### src/rtl/wca_rssi_pkg.sv
// Shared types and helpers for the RSSI scheduler slice.
package wca_rssi_pkg;

   typedef enum logic [1:0] {
      ST_IDLE,
      ST_SETTLE,
      ST_MEASURE,
      ST_PUBLISH
   } state_e;

   localparam int unsigned ADC_W  = 12;
   localparam int unsigned ABS_W  = 11;
   localparam int unsigned RSSI_W = 8;
   localparam int unsigned ACC_W  = 26;

   // Next set bit strictly above cur, wrapping; returns cur when mask is empty.
   // Mask is zero-extended to 16 so the wrap falls through unused upper bits.
   function automatic logic [3:0] next_chan(input logic [15:0] mask, input logic [3:0] cur);
      logic [3:0] res;
      logic [3:0] idx;
      logic       found;
      res   = cur;
      found = 1'b0;
      for (int unsigned i = 1; i <= 16; i++) begin
         idx = cur + 4'(i);
         if (!found && mask[idx]) begin
            res   = idx;
            found = 1'b1;
         end
      end
      return res;
   endfunction

endpackage

### src/rtl/wca_rssi_integrator.sv
// Magnitude accumulator for one dwell: |adc| sum, block average and optional
// peak tracker (WCA_RSSI_PEAK_EN). avg/peak reflect this cycle's sample so the
// caller can register them on the final dwell strobe.
module wca_rssi_integrator
   import wca_rssi_pkg::*;
(
   input  logic              clock,
   input  logic              reset,
   input  logic              clr,
   input  logic              acc_en,
   input  logic [3:0]        dwell_log2,
   input  logic [ADC_W-1:0]  sample,
   output logic [RSSI_W-1:0] avg,
   output logic [RSSI_W-1:0] peak
);

   logic [ABS_W-1:0] mag;
   logic [ACC_W-1:0] acc_q, acc_d;

   // Ones'-complement magnitude of the selected sample.
   always_comb begin
      mag = sample[ADC_W-1] ? ~sample[ABS_W-1:0] : sample[ABS_W-1:0];
   end

   // Accumulate on enable, clear between channels; average = (acc >> dwell)[10:3].
   always_comb begin
      acc_d = acc_q;
      if (clr) begin
         acc_d = '0;
      end else if (acc_en) begin
         acc_d = acc_q + ACC_W'(mag);
      end
      avg = RSSI_W'(acc_d >> ({1'b0, dwell_log2} + 5'd3));
   end

   // Accumulator register.
   always_ff @(posedge clock or posedge reset) begin
      if (reset) acc_q <= '0;
      else       acc_q <= acc_d;
   end

`ifdef WCA_RSSI_PEAK_EN
   logic [RSSI_W-1:0] peak_q, peak_d;

   // Running maximum of mag[10:3], cleared together with the accumulator.
   always_comb begin
      peak_d = peak_q;
      if (clr) begin
         peak_d = '0;
      end else if (acc_en && (mag[ABS_W-1:3] > peak_q)) begin
         peak_d = mag[ABS_W-1:3];
      end
      peak = peak_d;
   end

   // Peak register.
   always_ff @(posedge clock or posedge reset) begin
      if (reset) peak_q <= '0;
      else       peak_q <= peak_d;
   end
`else
   assign peak = '0;
`endif

endmodule

### src/rtl/wca_rssi_scheduler.sv
// Round-robin RSSI scheduler: shares one integrator across NCH ADC channels,
// single-shot (start) or continuous (enable). Optional peak output under
// WCA_RSSI_PEAK_EN; rssi_peak reads 0 otherwise.
module wca_rssi_scheduler
   import wca_rssi_pkg::*;
#(
   parameter int NCH = 4,
   parameter int CHW = 2
) (
   input  logic                clock,
   input  logic                reset,
   input  logic                enable,
   input  logic                start,
   input  logic [NCH-1:0]      rssi_mask,
   input  logic [7:0]          settle,
   input  logic [3:0]          dwell_log2,
   input  logic                strobe,
   input  logic [NCH*12-1:0]   adc,
   output logic [CHW-1:0]      sel,
   output logic                busy,
   output logic                rssi_vld,
   output logic [CHW-1:0]      rssi_ch,
   output logic [7:0]          rssi_val,
   output logic [NCH*8-1:0]    rssi_bank,
   output logic                done,
   output logic [7:0]          rssi_peak
);

   state_e              state_q, state_d;
   logic [NCH-1:0]      mask_q, mask_d;
   logic [7:0]          settle_q, settle_d;
   logic [3:0]          dwell_q, dwell_d;
   logic [CHW-1:0]      sel_q, sel_d;
   logic                cont_q, cont_d;
   logic [15:0]         cnt_q, cnt_d;
   logic                vld_q, vld_d;
   logic [CHW-1:0]      ch_q, ch_d;
   logic [RSSI_W-1:0]   val_q, val_d;
   logic [NCH*8-1:0]    bank_q, bank_d;
   logic                done_q, done_d;
   logic [RSSI_W-1:0]   peak_q, peak_d;

   logic                clr, acc_en;
   logic [ADC_W-1:0]    sample;
   logic [RSSI_W-1:0]   avg, peak;
   logic [15:0]         cur_mask, new_mask;
   logic [CHW-1:0]      nxt_sel, first_sel;

   // Channel mux and round-robin candidates.
   always_comb begin
      sample   = adc[int'(sel_q)*ADC_W +: ADC_W];
      cur_mask = '0;
      cur_mask[NCH-1:0] = mask_q;
      new_mask = '0;
      new_mask[NCH-1:0] = rssi_mask;
      nxt_sel   = CHW'(next_chan(cur_mask, 4'(sel_q)));
      first_sel = CHW'(next_chan(new_mask, 4'(NCH - 1)));
   end

   wca_rssi_integrator u_integ (
      .clock      (clock),
      .reset      (reset),
      .clr        (clr),
      .acc_en     (acc_en),
      .dwell_log2 (dwell_q),
      .sample     (sample),
      .avg        (avg),
      .peak       (peak)
   );

   // Next-state and result logic. Results latch on the final dwell strobe so
   // rssi_vld is high during the PUBLISH cycle and done follows one cycle later.
   always_comb begin
      state_d  = state_q;
      mask_d   = mask_q;
      settle_d = settle_q;
      dwell_d  = dwell_q;
      sel_d    = sel_q;
      cont_d   = cont_q;
      cnt_d    = cnt_q;
      vld_d    = 1'b0;
      ch_d     = ch_q;
      val_d    = val_q;
      bank_d   = bank_q;
      done_d   = 1'b0;
      peak_d   = peak_q;
      clr      = 1'b0;
      acc_en   = 1'b0;
      case (state_q)
         ST_IDLE: begin
            clr   = 1'b1;
            cnt_d = '0;
            if ((enable || start) && (rssi_mask != '0)) begin
               mask_d   = rssi_mask;
               settle_d = settle;
               dwell_d  = dwell_log2;
               sel_d    = first_sel;
               cont_d   = enable;
               state_d  = ST_SETTLE;
            end
         end
         ST_SETTLE: begin
            if (settle_q == 8'd0) begin
               cnt_d   = '0;
               state_d = ST_MEASURE;
            end else if (strobe) begin
               if (cnt_q == ({8'd0, settle_q} - 16'd1)) begin
                  cnt_d   = '0;
                  state_d = ST_MEASURE;
               end else begin
                  cnt_d = cnt_q + 16'd1;
               end
            end
         end
         ST_MEASURE: begin
            if (strobe) begin
               acc_en = 1'b1;
               if (cnt_q == ((16'd1 << dwell_q) - 16'd1)) begin
                  cnt_d   = '0;
                  vld_d   = 1'b1;
                  ch_d    = sel_q;
                  val_d   = avg;
                  peak_d  = peak;
                  bank_d[int'(sel_q)*RSSI_W +: RSSI_W] = avg;
                  state_d = ST_PUBLISH;
               end else begin
                  cnt_d = cnt_q + 16'd1;
               end
            end
         end
         ST_PUBLISH: begin
            clr = 1'b1;
            if (nxt_sel <= sel_q) begin
               if (enable) begin
                  mask_d = rssi_mask;
                  if (rssi_mask == '0) begin
                     done_d  = 1'b1;
                     state_d = ST_IDLE;
                  end else begin
                     sel_d   = first_sel;
                     cont_d  = 1'b1;
                     state_d = ST_SETTLE;
                  end
               end else begin
                  done_d  = 1'b1;
                  state_d = ST_IDLE;
               end
            end else if (cont_q && !enable) begin
               done_d  = 1'b1;
               state_d = ST_IDLE;
            end else begin
               sel_d   = nxt_sel;
               state_d = ST_SETTLE;
            end
         end
         default: state_d = ST_IDLE;
      endcase
   end

   // State and result registers.
   always_ff @(posedge clock or posedge reset) begin
      if (reset) begin
         state_q  <= ST_IDLE;
         mask_q   <= '0;
         settle_q <= '0;
         dwell_q  <= '0;
         sel_q    <= '0;
         cont_q   <= 1'b0;
         cnt_q    <= '0;
         vld_q    <= 1'b0;
         ch_q     <= '0;
         val_q    <= '0;
         bank_q   <= '0;
         done_q   <= 1'b0;
         peak_q   <= '0;
      end else begin
         state_q  <= state_d;
         mask_q   <= mask_d;
         settle_q <= settle_d;
         dwell_q  <= dwell_d;
         sel_q    <= sel_d;
         cont_q   <= cont_d;
         cnt_q    <= cnt_d;
         vld_q    <= vld_d;
         ch_q     <= ch_d;
         val_q    <= val_d;
         bank_q   <= bank_d;
         done_q   <= done_d;
         peak_q   <= peak_d;
      end
   end

   assign sel       = sel_q;
   assign busy      = (state_q != ST_IDLE);
   assign rssi_vld  = vld_q;
   assign rssi_ch   = ch_q;
   assign rssi_val  = val_q;
   assign rssi_bank = bank_q;
   assign done      = done_q;
   assign rssi_peak = peak_q;

endmodule

### config.mk
export PLATFORM = sky130hd
export DESIGN_NAME = wca_rssi_scheduler
export DESIGN_NICKNAME = d
export VERILOG_FILES = /design/src/rtl/wca_rssi_pkg.sv /design/src/rtl/wca_rssi_integrator.sv /design/src/rtl/wca_rssi_scheduler.sv
export SDC_FILE = /design/constraint.sdc
export NUM_CORES = 1
export LEC_CHECK = 0
export CORE_MARGIN = 3
export CORE_UTILIZATION = 45
export DETAILED_ROUTE_END_ITERATION = 16
export PLACE_DENSITY_LB_ADDON = 0.25
export SLEW_MARGIN = 20
export SYNTH_ARGS = -nofsm -noshare
export SYNTH_HDL_FRONTEND = slang
export SYNTH_SLANG_ARGS = --single-unit
### constraint.sdc
create_clock -name clock -period 6.9 [get_ports clock]
set_clock_uncertainty 0.05 [all_clocks]
set_input_delay 1.38 -clock clock [delete_from_list [all_inputs] [get_ports clock]]
set_output_delay 1.38 -clock clock [all_outputs]
set_load 0.01 [all_outputs]
==> metrics.md <==
| Metric | Value |
|---|---|
| Final Critical Period | `5.85 ns` |
| Total chip power | `4.57 mW` |
| Status | `complete, no violations` |
| Share of cells above drive strength 1 | `0.0993` |
| Routed wire length | `27200 um` |
| Setup Buffers After CTS | `0` |
| Max-cap check violation count | `0` |
| Final non-filler cell total | `1368` |
| Clock latency on the worst-skew pair | `0.37 ns` |
| Die Wd | `146 um` |
| Die area | `0.0214 mm2` |
| Initial antenna violation count | `0` |
| Post-Syn Area per Cell | `8.52 um2` |
| Synth Area in Compound Gates | `0.271` |
| Fin crit share | `0.848` |
| Final setup vio count | `0` |
| EDFF count, synth | `0` |
| Design area | `0.0104 mm2` |
| Cell Area, Synth | `0.00884 mm2` |
| Crit Path Class | `primary input to flop` |
| 1st-iter DRT viols | `729` |
| Final setup margin | `1.05 ns` |
| Core footprint | `0.0190 mm2` |
| GRT Util Overall | `0.249` |
| YS warnings | `0` |
| PwrDens | `440 mW/mm2` |
| Hold_buf cts | `0` |
| Fmax | `171 MHz` |
| Number of I/O pins | `124` |
| Main combinational cell family by area after synthesis | `compound AO/OA/AOI/OAI gates` |
| Crit-path max FO | `11` |
| ANT cells | `0` |
| Post-synthesis xor/xnor area fraction | `0.0367` |
| Pleak | `4.12 nW` |
| Seq/Total Area, Yosys | `0.303` |
| Core Util, Final | `0.546` |
| Hold crit path type | `flop to flop` |
| Cell count after synthesis | `1037` |
| RSZ-0062 raised after global routing | `false` |
| Critical path arrival | `6.07 ns` |
| Reg-to-reg slack, setup | `1.56 ns` |
| Routed Antenna Nets | `0` |
| Final hold viol count | `0` |
| Final layout net count | `1199` |
| Htree depth | `3` |
| Row cnt | `50` |
| Multiplexer share of the synthesized area | `0.0725` |
| First-pass GRT wire length | `43800 um` |
| Hpwl dp | `19900 um` |
| Initial DRT Pass Iterations | `6` |
| Largest net degree at the start of global routing | `60` |
| GP Congestion | `0.978` |
| Synth Area in Adders | `0.0391` |
| Setup TNS | `0 ns` |
| Total grt overflow | `0` |
| Post-Synth Simple-Gate Area | `0.225` |
| Commonest non-fill, non-tap cell in the layout | `nand2_1` |
| Slew margin rel. | `0.396` |
| Inserted Clock Buffers | `9` |
| DR WL/cell | `19.9 um` |
| Post-DR vias/cell | `6.19` |
| Clock Pin Slew Worst Setup and Hold Paths | `0.08 ns` |
| Placed instance count | `1352` |
| Place WS | `0.721 ns` |
| Vias in the first global route | `8062` |
| Clock Tree Buf Depth | `2` |
| Asr flop ratio synth | `1.00` |
| Post-synthesis register bit count | `107` |
| Slew Viols, Final | `0` |
| Worst setup EP type | `flop` |
| Element type at the critical path start | `primary input` |
| Main flop type after synthesis | `dfrtp_1` |
| Worst EP required | `7.12 ns` |
| Root buffer cell | `clkbuf_16` |
| Die span in y | `146 um` |
| Post-cts sizing count | `0` |
| Initial core utilization | `0.465` |
| CTS tree | `built` |
| Post-DP Area | `0.0101 mm2` |
| Cell variety after synth | `99` |
| Via count | `8474` |
| Area growth, synth to finish | `17.5%` |
| Residual DRC count | `0` |
| Clock sink total | `107` |
| Commonest cells after routing, fill and taps aside | `126 x nand2_1, 115 x clkdlybuf4s50_1, 107 x dfrtp_1, 81 x nor2_1, 73 x o21ai_0` |
| Min Hold Slack | `0.436 ns` |
| PortBufs | `115` |
| Worst-Margin Slew | `0.905 ns` |
| Fillers | `1787` |
| Peak supply drop | `0.312 mV` |
-- area by class of cell --
type | count | area (um2) | share of cell area
well taps | 260 | 325 | 0.0313
clock buffers | 10 | 239 | 0.0230
multi-input cells | 830 | 5730 | 0.552
clock inverters | 6 | 68.8 | 0.00663
repair buffers | 125 | 1230 | 0.118
flip-flops and latches | 107 | 2680 | 0.258
inverters | 30 | 115 | 0.0111
-- logic make-up after synthesis --
logic type,after synthesis
other,1
AOI/OAI and AO/OA,322
muxes,44
DFF,107
adders and majority gates,27
buffers and inverters,107
xor gates and xnor gates,37
and+or+nand+nor,392
-- state kept, by name, summed over array words and instances, names as in the netlist, 2 cells and up --
signal / count
rssi_bank: 32
u_integ.acc_q: 26
cnt_q: 16
rssi_val: 8
settle_q: 8
dwell_q: 4
mask_q: 4
rssi_ch: 2
sel: 2
state_q: 2
-- synth_stat cells (12+ instances only) --
| cell | n | area share |
|---|---|---|
| nor2_1 | 81 | 0.034 |
| nor4_1 | 14 | 0.0099 |
| inv_1 | 29 | 0.012 |
| nand2_1 | 126 | 0.054 |
| ha_1 | 26 | 0.037 |
| nand3_1 | 32 | 0.018 |
| a21o_1 | 12 | 0.010 |
| o211ai_1 | 18 | 0.015 |
| a211oi_1 | 19 | 0.016 |
| xnor2_1 | 18 | 0.018 |
| dfrtp_1 | 107 | 0.30 |
| mux2_2 | 20 | 0.025 |
| nand2b_1 | 12 | 0.0085 |
| a22o_1 | 16 | 0.016 |
| xor2_1 | 19 | 0.019 |
| mux4_2 | 14 | 0.036 |
| o21ai_0 | 73 | 0.041 |
| nor3_1 | 21 | 0.012 |
| a21oi_1 | 41 | 0.023 |
| and3_1 | 13 | 0.0092 |
| nand4_1 | 19 | 0.013 |
| buf_2 | 13 | 0.0074 |
| and2_1 | 13 | 0.0092 |
| clkbuf_1 | 44 | 0.019 |
| a31oi_1 | 17 | 0.012 |
-- power breakdown --
group | switching (mW) | total [mW] | internal (mW) | leakage, nW
registers | 0.138 | 0.864 | 0.726 | 1.45
logic | 2.03 | 3.16 | 1.13 | 2.52
clock network | 0.279 | 0.546 | 0.267 | 0.152
-- layer usage --
layer | share of wire | global-route usage
met4 | 0.026 | 0.0809
met3 | 0.070 | 0.0438
met1 | 0.44 | 0.343
met5 | 0 | 0
met2 | 0.47 | 0.400
-- worst paths after layout --
check | from | end | cells past startpoint
setup reg to reg | sel[1] | rssi_bank[5] | 12
max in group asynchronous | reset | u_integ.acc_q[19] | 3
setup / recovery | adc[47] | rssi_bank[5] | 13
hold reg to reg | rssi_bank[24] | rssi_bank[24] | 2
min in group asynchronous | reset | mask_q[1] | 2
hold / removal | rssi_bank[24] | rssi_bank[24] | 2
-- critical path, stage by stage --
cell             delay (ns)
clkdlybuf4s50_1        0.39
mux4_2                 0.66
xor2_1                 0.24
ha_1                   0.56
nand2_2                0.20
nor3_4                 0.36
a31oi_4                0.22
a2111oi_2              0.60
nor2_1                 0.21
mux2_2                 0.33
o21ai_0                0.17
o2111ai_1              0.37
o31ai_1                0.38
Power figures use the tool's default switching activity.
